==> src/rtl/br_alu_mem_sequencer.sv <==
`default_nettype none
// ============================================================================
// Module      : br_alu_mem_sequencer
// Description : Multi-cycle controller for the register-file / ALU / data-memory
//               datapath. Accepts one micro-op per valid/ready handshake and
//               walks it through READ, EXEC (with extra mul/div wait cycles),
//               WB and DONE. Every output is a flop, so the datapath control
//               lines switch cleanly on clock edges.
// Revision    : 1.0 - initial release
// ============================================================================
module br_alu_mem_sequencer #(
   parameter int MUL_WAIT = 2,
   parameter int DIV_WAIT = 8,
   parameter int CNT_W    = 16
) (
   input  logic             clk,
   input  logic             reset,
   input  logic             cmd_valid,
   output logic             cmd_ready,
   input  logic [2:0]       cmd_op,
   input  logic [4:0]       cmd_rs,
   input  logic [4:0]       cmd_rt,
   input  logic [4:0]       cmd_rd,
   input  logic             cmd_wb_reg,
   input  logic             cmd_wb_mem,
   input  logic [4:0]       cmd_mem_addr,
   output logic [4:0]       dp_ra1,
   output logic [4:0]       dp_ra2,
   output logic [2:0]       dp_sel,
   output logic [4:0]       dp_dirr,
   output logic             dp_regwrite,
   output logic [4:0]       dp_dir,
   output logic             dp_ewr,
   input  logic             dp_zf,
   output logic             busy,
   output logic             done,
   output logic             done_zf,
   output logic [CNT_W-1:0] op_count
);

   // Wait counter is sized for the longer of the two multi-cycle operations.
   localparam int c_MAX_WAIT = (MUL_WAIT > DIV_WAIT) ? MUL_WAIT : DIV_WAIT;
   localparam int c_WAIT_W   = (c_MAX_WAIT < 1) ? 1 : $clog2(c_MAX_WAIT + 1);
   localparam logic [c_WAIT_W-1:0] c_MUL_CNT = c_WAIT_W'(MUL_WAIT);
   localparam logic [c_WAIT_W-1:0] c_DIV_CNT = c_WAIT_W'(DIV_WAIT);
   localparam logic [2:0] c_OP_MUL = 3'b100;
   localparam logic [2:0] c_OP_DIV = 3'b000;

   typedef enum logic [2:0] {
      S_IDLE = 3'd0,
      S_READ = 3'd1,
      S_EXEC = 3'd2,
      S_WB   = 3'd3,
      S_DONE = 3'd4
   } state_t;

   state_t              r_state;
   state_t              w_nextState;
   logic [2:0]          r_op;
   logic [4:0]          r_rd;
   logic [4:0]          r_memAddr;
   logic                r_wbReg;
   logic                r_wbMem;
   logic [c_WAIT_W-1:0] r_waitCnt;
   logic [c_WAIT_W-1:0] w_waitLoad;
   logic                w_accept;
   logic                w_wbNext;

   assign w_accept = (r_state == S_IDLE) && cmd_valid;
   assign w_wbNext = (w_nextState == S_WB);

   // Extra EXEC cycles depend on the latched ALU select.
   always_comb begin
      w_waitLoad = '0;
      case (r_op)
         c_OP_MUL: w_waitLoad = c_MUL_CNT;
         c_OP_DIV: w_waitLoad = c_DIV_CNT;
         default:  w_waitLoad = '0;
      endcase
   end

   // State register.
   always_ff @(posedge clk) begin
      if (reset) r_state <= S_IDLE;
      else       r_state <= w_nextState;
   end

   // Next-state logic: fixed walk through the phases, EXEC held by the wait counter.
   always_comb begin
      w_nextState = r_state;
      case (r_state)
         S_IDLE:  if (cmd_valid) w_nextState = S_READ;
         S_READ:  w_nextState = S_EXEC;
         S_EXEC:  if (r_waitCnt == '0) w_nextState = S_WB;
         S_WB:    w_nextState = S_DONE;
         S_DONE:  w_nextState = S_IDLE;
         default: w_nextState = S_IDLE;
      endcase
   end

   // Capture the command fields at the handshake; later input changes are ignored.
   always_ff @(posedge clk) begin
      if (reset) begin
         r_op      <= 3'd0;
         r_rd      <= 5'd0;
         r_memAddr <= 5'd0;
         r_wbReg   <= 1'b0;
         r_wbMem   <= 1'b0;
      end else if (w_accept) begin
         r_op      <= cmd_op;
         r_rd      <= cmd_rd;
         r_memAddr <= cmd_mem_addr;
         r_wbReg   <= cmd_wb_reg;
         r_wbMem   <= cmd_wb_mem;
      end
   end

   // Wait counter loads while in READ so it holds W on the first EXEC cycle.
   always_ff @(posedge clk) begin
      if (reset) begin
         r_waitCnt <= '0;
      end else if (r_state == S_READ) begin
         r_waitCnt <= w_waitLoad;
      end else if ((r_state == S_EXEC) && (r_waitCnt != '0)) begin
         r_waitCnt <= r_waitCnt - 1'b1;
      end
   end

   // Registered outputs, decoded from the state being entered.
   always_ff @(posedge clk) begin
      if (reset) begin
         cmd_ready   <= 1'b1;
         busy        <= 1'b0;
         done        <= 1'b0;
         done_zf     <= 1'b0;
         op_count    <= '0;
         dp_ra1      <= 5'd0;
         dp_ra2      <= 5'd0;
         dp_sel      <= 3'd0;
         dp_dirr     <= 5'd0;
         dp_regwrite <= 1'b0;
         dp_dir      <= 5'd0;
         dp_ewr      <= 1'b0;
      end else begin
         cmd_ready   <= (w_nextState == S_IDLE);
         busy        <= (w_nextState != S_IDLE);
         done        <= (w_nextState == S_DONE);
         // Register 0 is hard-wired, so a write to it is suppressed.
         dp_regwrite <= w_wbNext && r_wbReg && (r_rd != 5'd0);
         dp_dirr     <= w_wbNext ? r_rd : 5'd0;
         dp_ewr      <= w_wbNext && r_wbMem;
         dp_dir      <= w_wbNext ? r_memAddr : 5'd0;
         if (r_state == S_WB) begin
            done_zf <= dp_zf;
         end
         if (w_nextState == S_DONE) begin
            op_count <= op_count + 1'b1;
         end
         // Operand addresses and ALU select stay up from READ through WB.
         if (w_accept) begin
            dp_ra1 <= cmd_rs;
            dp_ra2 <= cmd_rt;
            dp_sel <= cmd_op;
         end else if ((w_nextState == S_DONE) || (w_nextState == S_IDLE)) begin
            dp_ra1 <= 5'd0;
            dp_ra2 <= 5'd0;
            dp_sel <= 3'd0;
         end
      end
   end

endmodule
`default_nettype wire

==> config.mk <==
export PLATFORM = sky130hd
export DESIGN_NAME = br_alu_mem_sequencer
export DESIGN_NICKNAME = d
export VERILOG_FILES = /design/src/rtl/br_alu_mem_sequencer.sv
export SDC_FILE = /design/constraint.sdc
export NUM_CORES = 1
export LEC_CHECK = 0
export BUFFER_PORTS_ARGS = -buffer_cell sky130_fd_sc_hd__buf_2
export CAP_MARGIN = 25
export CORE_AREA = 4 4 65 91
export DETAILED_ROUTE_END_ITERATION = 8
export DIE_AREA = 0 0 69 95
export GPL_TIMING_DRIVEN = 1
export HOLD_SLACK_MARGIN = 0.05
export PLACE_DENSITY = 0.74
export SYNTH_ARGS = -nofsm -noshare
export SYNTH_HDL_FRONTEND = slang
export SYNTH_SLANG_ARGS = --single-unit
export TNS_END_PERCENT = 5
==> constraint.sdc <==
create_clock -name clk -period 1.89 [get_ports clk]
set_input_delay 0.0945 -clock clk [delete_from_list [all_inputs] [get_ports clk]]
set_output_delay 0.0945 -clock clk [all_outputs]
set_load 0.02 [all_outputs]
# == Word-level counts from Yosys, hierarchy flattened ==
# Cells that the tools add are included.
# totals
out_inout_bits,45
ff_bits,67
ramBits,0
mem_count,0
mem_bits_ro,0
latchBits,0
# classes
shift,0
n_bitwise,1
div,0
n_eq_ne,6
mux,11
n_mul,0
add_sub_neg,2
n_reduce_logical,16
order_cmp,0
# ops
op,n
adder 16 x 1 -> 16 bit (second input constant),1
two-way mux 5 bit,3
two-way mux 3 bit,4
case mux 3 bit (4 select lines),1
== test 3 x 2 -> 1 bit (second input constant),3
zero test 3 bit,3
two-way mux 4 bit,2
case mux 4 bit (2 select lines),1
== test 3 bit (second input constant),2
logical AND 1 bit,5
nonzero test 5 bit,1
zero test 4 bit,1
nonzero test 2 bit,2
nonzero test 4 bit,1
subtractor 4 x 1 -> 4 bit (second input constant),1
== test 3 x 1 -> 1 bit (second input constant),1
nonzero test 3 bit,1
OR reduction 2 bit,1
logical OR 1 bit,1
inverter 1 bit,1

# == Depth between registers and ports, before layout ==
# logic_depth
word_depth,7
mapped_depth,7
mapped_depth_nobuf,6

# == Least setup slack after synthesis ==
# OpenSTA, ideal clock, no wires.
# synth_timing
path_type,register -> register
start,reg op_count[0]
end,reg op_count[14]
arrival_ns,1.459
path_buffers,0
path_stages_with_launch,6
path_slack_ns,0.311
cell_sequence,dfxtp_1 ha_1 nand2_1 nor2_1 and3_1 mux2_2
# synth_via
elab_chain_len,1
# synth_lines
element,line,text
start: declaration,38,output logic [CNT_W-1:0] op_count
start signal: assignment,157,op_count <= op_count + 1'b1;
adder 16 x 1 -> 16 bit,157,
# Every way passes these cells.
# A chain may end at the register's enable or synchronous reset.

# == Worst setup path after layout ==
# layout_timing
start,reg r_state[0]
end,reg op_count[15]
# layout_via
elab_chain_len,3
word_cells_on_any_way,8
# layout_lines
element,line,text
start: declaration,57,state_t r_state;
start signal: assignment,85,else r_state <= w_nextState;
"== test 3 x 2 -> 1 bit, or another cell as far along",91,case (r_state)
case mux 3 bit (4 select lines) *,91,
== test 3 bit *,156,if (w_nextState == S_DONE) begin
# Mark *: on every way between the ends. The rest lies on a longest branch, timed or not.

==> impl_metrics.yaml <==
outcome:
  status: "finished, final reports clean"
sta:
  hold_viol: 0
  rsz0062_at_grt: "no"
  clock_skew_ns: 0.006722
  post-route-period-util_pct: 91.43
  tns_ns: 0
  maxSlewViolCount: 0
  tightest_slew_ns: 0.6400
  hold_ws_ns: 0.1508
  clock.fmax_mhz: 578.7
  relSlewSlack_pct: 57.20
  finalWorstSetupSlack_ns: 0.1619
  setup_viol: 0
  period_minus_slack_ns: 1.728
cts:
  cts-root-buf: "clkbuf_8"
  cts_tree: "built"
  cts-htree-levels: 3
  clk_latency_ns: 0.34
  cts_sinks: 67
  numCtsBuffers: 9
  clkTransAtPathRegs_ns: 0.07
  cts.path.max_buffers: 2
power:
  vdd_drop_max_v: 0.0006755
  leakage_nw: 1.536
  powerDensity_nw_per_um2: 962.4
grt:
  grt_max_degree: 32
  grt_pass1_wl_um: 10170
  grt_pass1_vias: 2245
  antenna_found_initial: 0
  gr-total-overflow: 0
  track_usage_pct: 19.81
die:
  initial_core_util_pct: 50.00
  die_h_um: 95
  rows: 31
  io_pins: 74
  fp.dieW_um: 69
  core-area_um2: 5120
  die-area_um2: 6555
critical_path:
  critPathBufInv: 0
  cp_slowest_cell: "dfxtp_1"
  path_max_fanout: 9
  end_kind: "flip-flop"
  critPathTopFamily: "simple AND/OR/NAND/NOR gates"
  cp.required_ns: 2.12
  startpoint_type: "flip-flop"
  worstPathArrival_ns: 1.96
  critical-path-max-stage-delay_ns: 0.52
  crit_type: "reg2reg"
  crit_chain: "nand4b_1 -> nor2_1 -> and4_1 -> mux2_2"
yosys:
  async_reset_ff_share_pct: 0
  synthMuxAreaShare_pct: 2.102
  synth_edf_count: 0
  yosysMostFrequentCell: "dfxtp_1"
  dominantRegCellSynth: "dfxtp_1"
  avgSynthCellArea_um2: 9.309
  yosysTopAreaCell: "dfxtp_1"
  yosys.cell_types.count: 46
  yosysSeqAreaShare_pct: 52.39
  synth_top_area_share_pct: 52.39
  synth_top_family_by_area: "simple AND/OR/NAND/NOR gates"
  synth-simple-area-share_pct: 26.44
  ys_top_cells_by_count: "dfxtp_1 (67), nand2_1 (35), nor2_1 (34)"
  syn_area_um2: 2560
  synthCells: 275
  syn_nets: 307
  synth_xor_area_share_pct: 4.106
  ys_top_cells_by_area: "dfxtp_1 (52%), nand2_1 (5.1%), nor2_1 (5.0%)"
  synth-seq-cells: 67
  synth-adder-area-share_pct: 1.466
  yosys_warnings: 0
  synth_compound_area_share_pct: 9.922
layout:
  fin_cells: 449
  layout-drive-gt1-share_pct: 27.94
  syn_to_final_growth_pct: 34.85
  fill_cells: 455
  fin_nets: 410
  n_antenna_cell: 0
  fin_util_pct: 67.42
placed_design:
  port_buffers: 73
  gp_congestion: 0.7468
  post-place-ws_ns: 0.2295
  dp_hpwl_um: 3959
  dp_cells: 407
route:
  drt_wl_total_um: 6110
  wl_per_cell_um: 13.61
  route.vias.total: 2269
  ant_nets: 0
  first_iter_violations: 95
  dr.pass1.iters: 4
  via_per_inst: 5.053
  drc: 0
job:
  cap_viol_max_count: 0
min_path:
  hold_class: "in2reg"
## cell families (layout without fill, tap and decap cells)
| logic type | count (synthesis) | count (layout) |
|---|---|---|
| flip-flops | 67 | 67 |
| XOR/XNOR | 12 | 12 |
| AO/OA/AOI/OAI | 42 | 42 |
| adder cells (fa/ha/maj) | 3 | 3 |
| multiplexers | 5 | 5 |
| AND/OR/NAND/NOR | 127 | 127 |
| buffers and inverters | 19 | 127 |
## placed cells by master (no fill, tap or decap), drive strengths merged, types with 2 or more instances in the layout
master	count
nor3b	3
nor2b	2
mux2i	2
clkbuf	12
dfxtp	67
inv	5
ha	3
buf	80
clkinv	3
o21ai	2
nand4	4
and3	2
and4	2
dlygate4sd3	26
o31ai	2
nor2	35
a22oi	10
xor2	5
nand4b	2
nand3	8
nand2b	2
nand3b	3
mux2	3
nand2	35
nor3	7
and2	12
xnor2	7
a21oi	24
or3	3
## per-stage QoR
step                area, µm²  power, mW
floorplan                2560      1.957
global route             3452      3.490
detailed placement       2988      2.107
finish                   3452      3.322
global placement         2988      2.092
CTS                      3452      3.348
## layout make-up
type                            instances  area [µm²]  area share (%)
Clock buffer                           12       155.1           4.494
Tap cell                               66       82.58           2.392
Sequential cell                        67        1341           38.85
Timing Repair Buffer                  106       678.2           19.64
Clock inverter                          4       48.80           1.414
Multi-Input combinational cell        189        1127           32.66
Inverter                                5       18.77          0.5437
## tightest hold or removal path, stage by stage
cell    delay [ns]
buf_2         0.12
nor3_1        0.13
nor3_1        0.09
## state kept, by name (all words and copies together), names as in the netlist
name         count
op_count        16
dp_dir           5
dp_dirr          5
dp_ra1           5
dp_ra2           5
r_memAddr        5
r_rd             5
r_waitCnt        4
dp_sel           3
r_op             3
r_state          3
busy             1
cmd_ready        1
done             1
done_zf          1
dp_ewr           1
dp_regwrite      1
r_wbMem          1
r_wbReg          1
## power by group
part | switching (mW) | total [mW] | internal, mW
clock | 0.525 | 1.20 | 0.679
combinational | 0.319 | 0.548 | 0.229
sequential | 0.0646 | 1.57 | 1.51
## routing by layer
metal | vias up | wire length [µm] | part of all wire [%] | global-route usage [%]
li1 | 1136 | - | - | -
met1 | 1042 | 2392 | 39 | 20.11
met3 | 20 | 330 | 5.4 | 5.644
met2 | 71 | 3167 | 52 | 35.19
met5 | - | 0 | 0 | 0
met4 | 0 | 221 | 3.6 | 13.36
## repair_timing
action / in CTS / in global routing
resized for setup: 0 / 0
hold endpoints to repair: 28 / 0
hold buffers: 26 / 0
buffers inserted: 0 / 0
## path summary, 6_finish.rpt
| path | start | cells past startpoint | slack (ns) | endpoint |
|---|---|---|---|---|
| worst max-delay path | r_state[0] | 4 | 0.16 | op_count[15] |
| worst min-delay path | cmd_valid | 3 | 0.15 | busy |
| worst max register to register | r_state[0] | 4 | 0.16 | op_count[15] |
| worst min register to register | r_wbMem | 2 | 0.45 | r_wbMem |
Note: power is estimated with default switching activity, not from simulation.
